$ cat src/rtl/mips_pkg.sv
// Shared definitions for the MIPS fetch/decode front end:
// opcodes, ALU operation classes, fetch FSM states and the control bundle.
package mips_pkg;

  localparam logic [5:0] OP_RTYPE = 6'b000000;
  localparam logic [5:0] OP_LW    = 6'b100011;
  localparam logic [5:0] OP_SW    = 6'b101011;
  localparam logic [5:0] OP_BEQ   = 6'b000100;
  localparam logic [5:0] OP_BNE   = 6'b000101;
  localparam logic [5:0] OP_ADDI  = 6'b001000;

  localparam logic [1:0] ALUOP_ADD   = 2'b00;
  localparam logic [1:0] ALUOP_SUB   = 2'b01;
  localparam logic [1:0] ALUOP_FUNCT = 2'b10;

  typedef enum logic [1:0] {
    ST_REQ,
    ST_WAIT,
    ST_OUT
  } fetch_state_e;

  typedef struct packed {
    logic       regdst;
    logic       alusrc;
    logic       memtoreg;
    logic       regwrite;
    logic       memread;
    logic       memwrite;
    logic       branch_eq;
    logic       branch_ne;
    logic [1:0] aluop;
    logic       illegal;
  } ctrl_t;

  localparam ctrl_t CTRL_NONE = '0;

endpackage

$ cat src/rtl/mips_ctrl_decode.sv
// Purely combinational main-control decoder: opcode -> datapath control bundle.
// Opcodes outside the supported set produce an all-zero bundle with illegal set.
module mips_ctrl_decode
  import mips_pkg::*;
(
  input  logic [5:0] i_opcode,
  output ctrl_t      o_ctrl
);

  always_comb begin
    o_ctrl = CTRL_NONE;
    case (i_opcode)
      OP_RTYPE: begin
        o_ctrl.regdst   = 1'b1;
        o_ctrl.regwrite = 1'b1;
        o_ctrl.aluop    = ALUOP_FUNCT;
      end
      OP_LW: begin
        o_ctrl.alusrc   = 1'b1;
        o_ctrl.memtoreg = 1'b1;
        o_ctrl.regwrite = 1'b1;
        o_ctrl.memread  = 1'b1;
        o_ctrl.aluop    = ALUOP_ADD;
      end
      OP_SW: begin
        o_ctrl.alusrc   = 1'b1;
        o_ctrl.memwrite = 1'b1;
        o_ctrl.aluop    = ALUOP_ADD;
      end
      OP_BEQ: begin
        o_ctrl.branch_eq = 1'b1;
        o_ctrl.aluop     = ALUOP_SUB;
      end
      OP_BNE: begin
        o_ctrl.branch_ne = 1'b1;
        o_ctrl.aluop     = ALUOP_SUB;
      end
      OP_ADDI: begin
        o_ctrl.alusrc   = 1'b1;
        o_ctrl.regwrite = 1'b1;
        o_ctrl.aluop    = ALUOP_ADD;
      end
      default: o_ctrl.illegal = 1'b1;
    endcase
  end

endmodule

$ cat src/rtl/mips_fetch_decode.sv
// Multi-cycle fetch/decode front end: owns the PC, handshakes with a variable-latency
// instruction memory, latches the returned word and presents registered controls.
module mips_fetch_decode
  import mips_pkg::*;
#(
  parameter int                ADDR_W   = 32,
  parameter int                DATA_W   = 32,
  parameter logic [ADDR_W-1:0] RESET_PC = '0,
  parameter int                PC_STEP  = 4
) (
  input  logic              clk,
  input  logic              rst_n,
  output logic              o_imem_req,
  output logic [ADDR_W-1:0] o_imem_addr,
  input  logic              i_imem_valid,
  input  logic [DATA_W-1:0] i_imem_rdata,
  input  logic              i_stall,
  input  logic              i_redirect,
  input  logic [ADDR_W-1:0] i_redirect_pc,
  output logic              o_dec_valid,
  output logic [ADDR_W-1:0] o_dec_pc,
  output logic [DATA_W-1:0] o_dec_instr,
  output logic              o_branch_eq,
  output logic              o_branch_ne,
  output logic              o_memread,
  output logic              o_memwrite,
  output logic              o_memtoreg,
  output logic              o_regdst,
  output logic              o_regwrite,
  output logic              o_alusrc,
  output logic [1:0]        o_aluop,
  output logic              o_illegal
);

  fetch_state_e      r_state;
  logic [ADDR_W-1:0] r_pc;
  logic              r_drop;
  logic              r_imem_req;
  logic              r_dec_valid;
  logic [ADDR_W-1:0] r_dec_pc;
  logic [DATA_W-1:0] r_ir;
  ctrl_t             r_ctrl;

  ctrl_t             w_ctrl;
  logic [ADDR_W-1:0] w_redirect_pc;
  logic [ADDR_W-1:0] w_pc_next;

  assign w_redirect_pc = i_redirect_pc & ~ADDR_W'(3);
  assign w_pc_next     = r_pc + ADDR_W'(PC_STEP);

  mips_ctrl_decode u_ctrl_decode (
    .i_opcode (i_imem_rdata[DATA_W-1 -: 6]),
    .o_ctrl   (w_ctrl)
  );

  // REQ only moves on once the request pulse has been presented, so the first
  // request after reset appears one cycle after release. r_drop marks a fetch
  // whose response must be swallowed because a redirect overtook it.
  always_ff @(posedge clk or negedge rst_n) begin
    if (!rst_n) begin
      r_state     <= ST_REQ;
      r_pc        <= RESET_PC;
      r_drop      <= 1'b0;
      r_imem_req  <= 1'b0;
      r_dec_valid <= 1'b0;
      r_dec_pc    <= '0;
      r_ir        <= '0;
      r_ctrl      <= CTRL_NONE;
    end else begin
      case (r_state)
        ST_REQ: begin
          if (i_redirect) begin
            r_pc <= w_redirect_pc;
            if (r_imem_req) begin
              r_imem_req <= 1'b0;
              r_drop     <= 1'b1;
              r_state    <= ST_WAIT;
            end else begin
              r_imem_req <= 1'b1;
            end
          end else if (r_imem_req) begin
            r_imem_req <= 1'b0;
            r_state    <= ST_WAIT;
          end else begin
            r_imem_req <= 1'b1;
          end
        end
        ST_WAIT: begin
          if (i_redirect) begin
            r_pc <= w_redirect_pc;
            if (i_imem_valid) begin
              r_drop     <= 1'b0;
              r_imem_req <= 1'b1;
              r_state    <= ST_REQ;
            end else begin
              r_drop <= 1'b1;
            end
          end else if (i_imem_valid) begin
            if (r_drop) begin
              r_drop     <= 1'b0;
              r_imem_req <= 1'b1;
              r_state    <= ST_REQ;
            end else begin
              r_ir        <= i_imem_rdata;
              r_dec_pc    <= r_pc;
              r_pc        <= w_pc_next;
              r_ctrl      <= w_ctrl;
              r_dec_valid <= 1'b1;
              r_state     <= ST_OUT;
            end
          end
        end
        ST_OUT: begin
          if (i_redirect) begin
            r_pc        <= w_redirect_pc;
            r_dec_valid <= 1'b0;
            r_imem_req  <= 1'b1;
            r_state     <= ST_REQ;
          end else if (!i_stall) begin
            r_dec_valid <= 1'b0;
            r_imem_req  <= 1'b1;
            r_state     <= ST_REQ;
          end
        end
        default: begin
          r_imem_req <= 1'b0;
          r_state    <= ST_REQ;
        end
      endcase
    end
  end

  assign o_imem_req  = r_imem_req;
  assign o_imem_addr = r_pc;
  assign o_dec_valid = r_dec_valid;
  assign o_dec_pc    = r_dec_pc;
  assign o_dec_instr = r_ir;
  assign o_regdst    = r_ctrl.regdst;
  assign o_alusrc    = r_ctrl.alusrc;
  assign o_memtoreg  = r_ctrl.memtoreg;
  assign o_regwrite  = r_ctrl.regwrite;
  assign o_memread   = r_ctrl.memread;
  assign o_memwrite  = r_ctrl.memwrite;
  assign o_branch_eq = r_ctrl.branch_eq;
  assign o_branch_ne = r_ctrl.branch_ne;
  assign o_aluop     = r_ctrl.aluop;
  assign o_illegal   = r_ctrl.illegal;

endmodule

$ cat config.mk
export PLATFORM = sky130hd
export DESIGN_NAME = mips_fetch_decode
export DESIGN_NICKNAME = d
export VERILOG_FILES = /design/src/rtl/mips_pkg.sv /design/src/rtl/mips_ctrl_decode.sv /design/src/rtl/mips_fetch_decode.sv
export SDC_FILE = /design/constraint.sdc
export NUM_CORES = 1
export LEC_CHECK = 0
export ABC_CLOCK_PERIOD_IN_PS = 2430
export BUFFER_PORTS_ARGS = -buffer_cell sky130_fd_sc_hd__buf_2
export CELL_PAD_IN_SITES_DETAIL_PLACEMENT = 0
export CELL_PAD_IN_SITES_GLOBAL_PLACEMENT = 2
export CORE_AREA = 2 2 138 140
export CTS_BUF_LIST = sky130_fd_sc_hd__clkbuf_16
export DETAILED_ROUTE_END_ITERATION = 10
export DIE_AREA = 0 0 140 142
export PLACE_DENSITY_LB_ADDON = 0.12
export SYNTH_ARGS = -nofsm -noshare
export SYNTH_HDL_FRONTEND = slang
export SYNTH_SLANG_ARGS = --single-unit
$ cat constraint.sdc
create_clock -name clk -period 2.43 [get_ports clk]
set_input_delay 0 -clock clk [delete_from_list [all_inputs] [get_ports clk]]
set_output_delay 0 -clock clk [all_outputs]
set_load 0.01 [all_outputs]
**After elaboration in Yosys (flattened, before gate mapping)**

Cells that the tools add are included.

- Mux-type cells: 42
- $add $sub $neg: 1
- Reductions and logical operators: 16
- Bitwise operators: 2
- Equal/unequal tests: 17

Operators with widths:

| kind | number |
|---|---|
| 2-to-1 mux 32 bit | 4 |
| one-hot mux 32 bit (2 select lines) | 1 |
| adder 32 x 3 -> 32 bit (second input constant) | 1 |
| 2-to-1 mux 1 bit | 25 |
| 2-to-1 mux 2 bit | 7 |
| == test 6 x 3 -> 1 bit (second input constant) | 2 |
| == test 6 bit (second input constant) | 2 |
| inequality test 3 bit (second input constant) | 4 |
| AND reduction 4 bit | 3 |
| inequality test 2 bit (second input constant) | 5 |
| == test 6 x 4 -> 1 bit (second input constant) | 1 |
| zero test 6 bit | 1 |
| one-hot mux 2 bit (3 select lines) | 1 |
| AND reduction 3 bit | 2 |
| nonzero test 2 bit | 3 |
| OR reduction 3 bit | 2 |
| OR reduction 6 bit | 1 |
| AND reduction 5 bit | 1 |
| one-hot mux 1 bit (2 select lines) | 2 |
| one-hot mux 2 bit (2 select lines) | 1 |
| OR reduction 2 bit | 2 |
| one-hot mux 1 bit (3 select lines) | 1 |
| == test 2 x 1 -> 1 bit (second input constant) | 1 |
| == test 2 bit (second input constant) | 1 |
| other kinds (3) | 4 |

- Output and inout port bits: 109
- Input bits: 69
- Register bits after elaboration: 111
- Word-level logic and storage cells: 94

**Longest topological paths before layout**

Gate-level depths: netlist of run 1.

- Depth in word-level cells: 5
- Gate-level depth with buffers: 9
- Depth with buffers taken out: 7

**Cells and area by module**

A second synthesis of run 1 with hierarchy kept.

- Cells, all modules: 446
- Area total of the unflattened synthesis: 5237.5 um2

By module, submodules not included:

| module | instances | sequential area each (um2) | cells each | area each (um2) |
|---|---|---|---|---|
| mips_fetch_decode | 1 | 2702.6 | 425 | 5073.6 |
| mips_ctrl_decode | 1 | 0.0 | 21 | 163.9 |

**Least setup slack after synthesis of run 1**

Ideal clock, no wire load.

- Kind: register to register
- From: register r_state[0]
- To: register r_pc[14] (netlist: o_imem_addr[14])
- Arrival time: 1.844 ns
- Required time: 2.326 ns
- Period minus slack after synthesis: 1.948 ns
- Library setup time: 0.104 ns
- Cell stages (with the launch flop): 7
- Buffers on the path: 1
- Path slack: 0.482 ns
- Path through: dfrtp_1 inv_1 ha_1 nor3_1 clkbuf_1 o22ai_1 a221oi_1

- Cells in the longest elaborated chain, start to end: 4
- Elaborated cells on any way between the ends: 10
- Those cells by class: eq/ne (5); mux (1); reduce/logical (4)

Ends and longest elaborated chain:

| what | line | RTL |
|---|---|---|
| from (decl) | mips_fetch_decode.sv:35 | `fetch_state_e r_state;` |
| from (signal assigned) | mips_fetch_decode.sv:61 | `r_state <= ST_REQ;` |
| from (signal assigned) | mips_fetch_decode.sv:77 | `r_state <= ST_WAIT;` |
| from (signal assigned) | mips_fetch_decode.sv:83 | `r_state <= ST_WAIT;` |
| == test 2 bit / zero test 2 bit (equally long branches) | mips_fetch_decode.sv:70 | `case (r_state)` |
| OR reduction 2 bit (no source line) | - |  |
| inequality test 2 x 1 -> 1 bit (no source line) / nonzero test 2 bit (equally long branches) | - |  |
| AND reduction 4 bit (no source line) | - |  |
| to (signal assigned) | mips_fetch_decode.sv:73 | `r_pc <= w_redirect_pc;` |
| to (signal assigned) | mips_fetch_decode.sv:90 | `r_pc <= w_redirect_pc;` |
| to (signal assigned) | mips_fetch_decode.sv:106 | `r_pc <= w_pc_next;` |
| to (decl) | mips_fetch_decode.sv:36 | `logic [ADDR_W-1:0] r_pc;` |

Parallel ways exist; a longest one is shown, timed or not.
A chain may end at the register's enable or synchronous reset.

**Worst setup path in the final report of run 1**

- From: register r_state[0]
- To: register r_pc[17] (netlist: o_imem_addr[17])

The elaborated chain is that of the path after synthesis.

==> results of run 1 <==
-- final cells by class --
type / instances / area, µm²
clock inverters: 6 / 57.56
multi-input cells: 435 / 2158
flip-flops and latches: 107 / 2678
repair buffers: 242 / 1556
inverters: 10 / 37.54
fillers: 1910 / 11450
well taps: 234 / 292.8
clock buffers: 9 / 225.2
-- stage by stage --
| step | hold WS [ns] | std cells | util | cell area, µm² | setup slack [ns] |
|---|---|---|---|---|---|
| after floorplan | -0.2956 | 591 | - | 5075 | 0.4819 |
| after global placement | 0.1382 | 977 | 0.3366 | 6212 | 0.3240 |
| after detailed placement | 0.1343 | 977 | 0.3366 | 6212 | 0.2539 |
| after CTS | 0.006752 | 1043 | 0.3796 | 7005 | 0.2458 |
| after global routing | 0.03358 | 1043 | 0.3796 | 7005 | 0.07099 |
| final | 0.01985 | 1043 | 0.3796 | 7005 | 0.2799 |
-- worst paths after layout --
path                                   end              start
max in group asynchronous   o_dec_instr[4]              rst_n
setup / recovery           o_imem_addr[17]         r_state[0]
setup reg to reg           o_imem_addr[17]         r_state[0]
hold reg to reg                 o_aluop[0]         o_aluop[0]
hold / removal             o_imem_addr[30]  i_redirect_pc[30]
min in group asynchronous      o_dec_pc[6]              rst_n
-- state kept, by name, summed over array words and instances (netlist names), 2 cells and up --
signal,cells
o_dec_pc,30
r_state,2
o_imem_addr,30
o_dec_instr,32
o_aluop,2
-- where the power goes --
group          internal (mW)  switching, mW  leakage, nW
registers               2.59          0.763         1.31
logic                   1.57           2.11         2.08
clock network          0.788          0.683        0.138
total                   4.95           3.56         3.53
-- layer usage --
| layer | wire [µm] | track usage | part of all wire |
|---|---|---|---|
| met3 | 892 | 0.02961 | 0.054 |
| met5 | 0 | 0 | 0 |
| met1 | 7694 | 0.2289 | 0.46 |
| met2 | 7668 | 0.2699 | 0.46 |
| met4 | 342 | 0.06539 | 0.021 |
-- worst min-delay path, delay by kind of cell --
kind	cells	cell delay, ns
AO/OA/AOI/OAI	2	0.22
buffers and inverters	1	0.10
-- cell usage after synthesis (all sizes together) --
cell,count
inv,10
clkbuf,24
a2bb2oi,8
ha,5
nor2b,2
o21a,3
nand2b,5
a211oi,1
or4,1
dfrtp,107
nand2,218
mux2i,1
and4,2
o22ai,10
nor3,13
a41oi,1
o32a,1
buf,15
a311o,1
a21oi,35
or3,4
a32oi,1
or2,2
o22a,5
a22oi,1
and2,2
a221oi,1
nor3b,1
o221a,1
nand4,11
o221ai,2
o21ai,22
a31oi,8
conb,1
nor2,31
and3,5
a311oi,3
nand3,19
nor4,2
o31ai,1
mux2,2
-- timing repair --
action	CTS	global route
setup endpoints to repair	0	0
buffers inserted	0	0
endpoints found under the hold margin	110	0
hold buffers	51	0
-- kinds of logic (layout without fill, tap and decap cells) --
group / count (synthesis) / count (layout) / share of synthesized area
compound gates: 105 / 105 / 0.1300
fa+ha+maj: 5 / 5 / 0.01235
buf+inv: 49 / 267 / 0.05016
flops: 107 / 107 / 0.5288
mux: 3 / 3 / 0.006424
other cells: 1 / 4 / 0.0007406
simple gates: 318 / 318 / 0.2716
==> run_results.csv, run 1 <==
group,metric,value,unit
logic_synthesis,synth.area.top_cells,"dfrtp_1 (53%), nand2_1 (16%), a21oi_1 (3.5%), nor2_1 (2.3%), o21ai_0 (2.2%)",
clocking,cts-root-buf,"clkbuf_16",
grt,antenna_found_initial,0,
worst_setup_path,cp_slowest_cell,"or3_1",
final_layout,area_delta_synth_final,38.35,%
power,vdd_ir_drop_max,0.0003728,V
logic_synthesis,synth_top_area_share,0.5288,
logic_synthesis,yosys_warnings,0,
logic_synthesis,syn_area,5064,µm²
route,viasPerCell,4.752,
timing,finalSetupViolCount,0,
logic_synthesis,ys_seq_elements,107,
route,wl_per_cell,15.91,µm
worst_setup_path,crit_type,"reg2reg",
route,antenna_left,0,
logic_synthesis,yosysUniqueCellTypes,50,
timing,fmax,0.4651,GHz
floorplanning,dieWidth,140,µm
timing,fin_crit_sh,0.8848,
worst_setup_path,required,2.67,ns
final_layout,diodes,0,
route,drt_iter0_markers,283,
run_status,outcome,"finished, violations left",
placement,dpl.hpwl,11570,µm
floorplanning,core-area,18460,µm²
timing,rsz0062_at_grt,"no",
worst_setup_path,path_delay_family,"simple AND/OR/NAND/NOR gates",
final_layout,layout_common_cells,"nand2_1 (217), buf_2 (170), dfrtp_1 (107)",
route,dr.pass1.iters,10,
timing,finalHoldViolCount,0,
timing,drv_slew,0,
timing,fin_setup_tns,0,ns
floorplanning,start_util,0.2744,
final_layout,drive_above_1_share,0.2695,
worst_setup_path,endpoint_kind,"register",
placement,globalplace.congestion,0.8052,
worst_setup_path,cp_data_arrival_time,2.39,ns
worst_setup_path,cpPeakStageDelay,0.58,ns
grt,grt_pass1_vias,4999,
logic_synthesis,syn_area_per_cell,8.612,µm²
clocking,cts_buffers,9,
floorplanning,pin_count,178,
route,totalWireLength,16600,µm
clocking,tritoncts,"yes",
grt,grt_remaining_overflow,0,
clocking,cts_resized,0,
logic_synthesis,synth_top_area_cell,"dfrtp_1",
floorplanning,num_rows,50,
worst_setup_path,r2r_setup_slack,0.28,ns
clocking,clkTransAtPathRegs,0.07,ns
logic_synthesis,yosysSeqAreaShare,0.5288,
power,power_leakage,3.526,nW
timing,fin_crit,2.150,ns
power,pwr_density_cell,1214,nW/µm²
timing,tightest_slew,0.8211,ns
final_layout,final_nets,879,
clocking,htree_levels,3,
min_path,min_path_type,"in2reg",
clocking,worstSkewPairLatency,0.36,ns
worst_setup_path,path_buf_inv,2,
timing,relSlewSlack,0.4526,
worst_setup_path,crit_path_cell_trace,"inv_1 > ha_1 > or3_1 > buf_4 > o21a_1 > o22a_1",
floorplanning,dieArea,19880,µm²
worst_setup_path,worstSetupStartpointType,"register",
floorplanning,die_height,142,µm
worst_setup_path,reg2regPathDepth,6,
grt,grt_pass1_wl,26570,µm
min_path,hold_depth,3,
power,finalPower,8.503,mW
final_layout,final_common_cell,"nand2_1",
grt,grt_max_degree,79,
grt,track_usage,0.1685,
job,maxCapViolCount,0,
timing,finalClockSkew,0.01143,ns
route,drc,15,
clocking,clkSinkCount,107,
worst_setup_path,path_depth,6,
logic_synthesis,syn_inst,588,
clocking,cts_buffer_depth,2,
route,vias,4956,
run_status,violations,"design-rule violations",
placement,portBuffers,171,
worst_setup_path,cp_max_fo,10,
Power figures use the tool's default switching activity.
==> run 2, diff against run 1 <==
==> constraint.sdc (replaced) <==
create_clock -name clk -period 2.43 [get_ports clk]
set_input_delay 0.243 -clock clk [delete_from_list [all_inputs] [get_ports clk]]
set_output_delay 0.243 -clock clk [all_outputs]
set_load 0.01 [all_outputs]
==> run_results.csv, run 2 (synthesis results as in run 1) <==
group,metric,value,unit
floorplanning,core-area,18460,µm²
route,wl_met1,7560,µm
route,wl_met2,7572,µm
grt,grt_max_degree,79,
route,wl_per_cell,16.38,µm
route,vias,4657,
run_status,violations,"design-rule violations",
job,maxCapViolCount,0,
final_layout,largest_reg_flops,32,
floorplanning,start_util,0.2744,
floorplanning,dieWidth,140,µm
route,drc,15,
worst_setup_path,r2r_start,"r_state[0]",
timing,finalHoldViolCount,0,
clocking,clkTransAtPathRegs,0.08,ns
final_layout,area_delta_synth_final,28.37,%
timing,holdWs,0.06689,ns
worst_setup_path,endpoint_kind,"register",
clocking,tritoncts,"yes",
route,totalWireLength,16260,µm
power,power_leakage,3.315,nW
grt,grt_pass1_wl,26430,µm
timing,fin_crit_sh,0.9118,
timing,finalClockSkew,0.01072,ns
clocking,cts_buffer_depth,2,
final_layout,diodes,0,
worst_setup_path,crit_type,"reg2reg",
clocking,worstSkewPairLatency,0.36,ns
final_layout,fin_util,0.3522,
min_path,worstHoldStart,"i_imem_rdata[11]",
floorplanning,pin_count,178,
grt,antenna_found_initial,0,
timing,fin_crit,2.216,ns
worst_setup_path,required,2.67,ns
timing,rsz0062_at_grt,"no",
clocking,clkSinkCount,107,
placement,dpl.hpwl,11460,µm
timing,tightest_slew,0.8297,ns
worst_setup_path,cp_max_fo,16,
worst_setup_path,worstSetupStartpointType,"register",
final_layout,layout_common_cells,"nand2_1 (217), buf_2 (170), dfrtp_1 (107)",
final_layout,final_nets,828,
placement,portBuffers,171,
route,dr.pass1.iters,10,
min_path,min_path_type,"in2reg",
floorplanning,die_height,142,µm
worst_setup_path,cp_data_arrival_time,2.45,ns
timing,finalSetupViolCount,0,
power,pwr_density_cell,1293,nW/µm²
route,viasPerCell,4.690,
clocking,post_cts_buffers,0,
clocking,htree_levels,3,
timing,fin_setup_tns,0,ns
timing,drv_slew,0,
grt,grt_remaining_overflow,0,
worst_setup_path,cp-startpoint,"r_state[0]",
placement,globalplace.congestion,0.7926,
clocking,cts_buffers,9,
floorplanning,dieArea,19880,µm²
route,dr_wl_met3,926,µm
route,drt_iter0_markers,346,
clocking,cts-root-buf,"clkbuf_16",
final_layout,drive_above_1_share,0.2925,
route,route.top_layer_used,"met4",
grt,track_usage,0.1679,
run_status,outcome,"finished, violations left",
timing,fmax,0.4513,GHz
timing,relSlewSlack,0.4469,
power,vdd_ir_drop_max,0.0004003,V
final_layout,final_common_cell,"nand2_1",
floorplanning,num_rows,50,
route,antenna_left,0,
grt,grt_pass1_vias,4769,
## run 2: area by class of cell
| type | instances | area [µm²] |
|---|---|---|
| tap | 234 | 292.8 |
| clock buffer | 9 | 225.2 |
| inverter | 10 | 37.54 |
| clock inverter | 7 | 58.81 |
| multi-input combinational | 435 | 2160 |
| fill | 1954 | 11960 |
| timing repair buffer | 191 | 1049 |
| sequential | 107 | 2678 |
## run 2: worst paths after layout
| kind | end | slack (ns) | cells after the start |
|---|---|---|---|
| min | o_dec_instr[11] | 0.07 | 3 |
| max reg2reg | o_imem_addr[28] | 0.21 | 6 |
| min in group asynchronous | o_dec_pc[6] | 0.48 | 2 |
| max | o_imem_addr[28] | 0.21 | 6 |
| min reg2reg | o_aluop[0] | 0.47 | 2 |
| max in group asynchronous | o_dec_instr[0] | 1.21 | 3 |
## run 2: routing by layer
layer  track usage  vias up
li1              -     2311
met3       0.03028       12
met4       0.05263        0
met2        0.2743      123
met5             0        -
met1        0.2281     2211
## run 2: worst max-delay path: stages (launching register included)
cell	delay, ns
dfrtp_1	0.48
inv_1	0.10
ha_1	0.28
or3_2	0.70
a311o_1	0.40
o221ai_1	0.08
a31oi_1	0.06
## run 2: power by group
| part | total (mW) | internal [mW] | switching (mW) |
|---|---|---|---|
| registers | 3.36 | 2.59 | 0.776 |
| clock network | 1.47 | 0.716 | 0.752 |
| logic | 3.57 | 1.50 | 2.07 |
## run 2: stage by stage
step	power, mW	instances	instance area [µm²]	setup slack (ns)
floorplan	5.465	591	5075	0.4819
global placement	6.970	976	6205	0.1904
detailed placement	7.030	976	6205	0.1684
CTS	8.544	993	6499	0.1525
global route	9.146	993	6500	0.04608
finish	8.406	993	6500	0.2143
## run 2: what timing repair did
action | CTS | global route
hold buffers | 1 | 0
endpoints found under the hold margin | 49 | 0
resized for setup | 0 | 1
endpoints found under the setup margin | 0 | 1
==> run 3, diff against run 2 <==
--- a/config.mk
+++ b/config.mk
@@ -7,12 +7,10 @@
 export LEC_CHECK = 0
 export ABC_CLOCK_PERIOD_IN_PS = 2430
 export BUFFER_PORTS_ARGS = -buffer_cell sky130_fd_sc_hd__buf_2
-export CELL_PAD_IN_SITES_DETAIL_PLACEMENT = 0
-export CELL_PAD_IN_SITES_GLOBAL_PLACEMENT = 2
-export CORE_AREA = 2 2 138 140
+export CORE_AREA = 2 2 104 106
 export CTS_BUF_LIST = sky130_fd_sc_hd__clkbuf_16
 export DETAILED_ROUTE_END_ITERATION = 10
-export DIE_AREA = 0 0 140 142
+export DIE_AREA = 0 0 106 108
 export PLACE_DENSITY_LB_ADDON = 0.12
 export SYNTH_ARGS = -nofsm -noshare
 export SYNTH_HDL_FRONTEND = slang
==> run_results.csv, run 3 (synthesis results as in run 1) <==
group,metric,value,unit
run_status,outcome,"finished clean",
worst_setup_path,cp_data_arrival_time,2.38,ns
clocking,cts_resized,0,
route,vias,4810,
timing,finalHoldViolCount,0,
final_layout,area_delta_synth_final,25.90,%
final_layout,largest_reg_flops,32,
floorplanning,start_util,0.4949,
clocking,cts-root-buf,"clkbuf_16",
timing,fin_crit,2.163,ns
power,p_int,4.957,mW
final_layout,finalNonFillerCells,892,
placement,place_inst,875,
worst_setup_path,endpoint,"o_imem_addr[11]",
clocking,worstSkewPairLatency,0.34,ns
final_layout,final_common_cell,"nand2_1",
worst_setup_path,cpPeakStageDelay,0.48,ns
clocking,clkTransAtPathRegs,0.07,ns
timing,drv_slew,0,
final_layout,final_nets,825,
worst_setup_path,path_delay_family,"buffers and inverters",
route,dr.pass1.iters,4,
worst_setup_path,cp_slowest_cell,"dfrtp_1",
clocking,clkSinkCount,107,
clocking,cts_buffers,9,
timing,fmax,0.4624,GHz
worst_setup_path,path_depth,8,
final_layout,layout_common_cells,"nand2_1 (217), buf_2 (170), dfrtp_1 (107)",
grt,antenna_found_initial,0,
route,viasPerCell,5.392,
route,drt_iter0_markers,312,
min_path,worstHoldStart,"i_imem_rdata[21]",
grt,grt_max_degree,79,
timing,finalSetupViolCount,0,
power,p_sw_frac,0.4065,
worst_setup_path,r2r_start,"r_state[0]",
placement,portBuffers,171,
grt,track_usage,0.2292,
min_path,min_path_type,"in2reg",
power,pwr-share-seq,0.404,
worst_setup_path,r2r_setup_slack,0.27,ns
power,vdd_ir_drop_max,0.0006153,V
worst_setup_path,crit_type,"reg2reg",
placement,globalplace.congestion,0.8122,
timing,tightest_slew,0.7384,ns
clocking,cts_buffer_depth,2,
power,finalPower,8.352,mW
power,pwr_density_cell,1310,nW/µm²
job,maxCapViolCount,0,
placement,placed_cell_area,6047,µm²
power,switching_power,3.395,mW
route,wl_per_cell,14.60,µm
worst_setup_path,cp-startpoint,"r_state[0]",
timing,fin_crit_sh,0.8901,
route,totalWireLength,13020,µm
grt,grt_remaining_overflow,0,
final_layout,multi_input_area,2158,µm²
final_layout,seqCellArea,2678,µm²
grt,grt_pass1_wl,20920,µm
timing,fin_setup_tns,0,ns
worst_setup_path,reg2regPathDepth,8,
final_layout,diodes,0,
power,pwr-share-comb,0.411,
clocking,htree_levels,3,
placement,dpl.hpwl,9426,µm
power,p_clk_frac,0.185,
grt,grt_pass1_vias,4308,
worst_setup_path,endpoint_kind,"register",
floorplanning,die_height,108,µm
floorplanning,num_rows,37,
final_layout,drive_above_1_share,0.2870,
timing,finalClockSkew,0.006618,ns
final_layout,nFillCells,919,
floorplanning,pin_count,178,
timing,rsz0062_at_grt,"no",
power,power_leakage,3.311,nW
worst_setup_path,crit_path_cell_trace,"inv_1 > ha_1 > nor3_2 > buf_12 > buf_4 > nand2_1 > o22ai_1 > a2bb2oi_1",
timing,relSlewSlack,0.5078,
worst_setup_path,reg2reg_to,"o_imem_addr[11]",
clocking,tritoncts,"yes",
route,antenna_left,0,
floorplanning,dieArea,11450,µm²
final_layout,stdcell_area,6375,µm²
worst_setup_path,worstSetupStartpointType,"register",
worst_setup_path,path_buf_inv,3,
route,drc,0,
worst_setup_path,required,2.64,ns
floorplanning,dieWidth,106,µm
floorplanning,core-area,10230,µm²
worst_setup_path,cp_max_fo,34,
run 3: what timing repair did:
action / CTS / global route
setup endpoints to repair: 0 / 0
setup buffers: 0 / 0
hold buffers: 1 / 0
endpoints found under the hold margin: 38 / 0
run 3: metrics by stage:
stage,setup slack (ns),util,hold WS [ns]
final,0.2671,0.6231,0.08940
after global routing,0.09766,0.6231,0.08239
after floorplan,0.4819,-,-0.05259
after CTS,0.2906,0.6231,0.07811
after global placement,0.3869,0.5910,0.2659
after detailed placement,0.3066,0.5910,0.2654
run 3: worst min-delay path by stage:
stage	depth (start not counted)	endpoint
global placement	1	o_dec_instr[21]
floorplan	0	o_aluop[0]
finish	3	o_dec_instr[21]
global route	3	o_dec_instr[11]
detailed placement	1	o_dec_instr[21]
CTS	3	o_dec_instr[11]
run 3: power by group through the flow:
stage / Combinational, mW / Sequential (mW) / Clock (mW)
after floorplan: 1.88 / 3.59 / 0
after global placement: 3.37 / 3.34 / 0
after detailed placement: 3.45 / 3.39 / 0
after CTS: 3.46 / 3.37 / 1.59
after global routing: 3.84 / 3.49 / 1.65
final: 3.44 / 3.37 / 1.54
run 3: layer usage:
layer	GRT usage	share of wire	vias to the layer above
met1	0.3140	0.45	2283
met3	0.03014	0.057	25
met2	0.3682	0.47	195
li1	-	-	2307
met5	0	0	-
met4	0.1024	0.021	0
run 3: tightest hold or removal path: stages:
cell     delay (ns)
buf_2          0.07
nand2_1        0.04
nand2_1        0.04
run 3: final cells by class:
type,instances,share of cell area
multi-input combinational,435,0.3386
clock inverter,7,0.01452
tap,136,0.02669
sequential,107,0.4200
clock buffer,9,0.03533
inverter,10,0.005888
timing repair buffer,188,0.1590
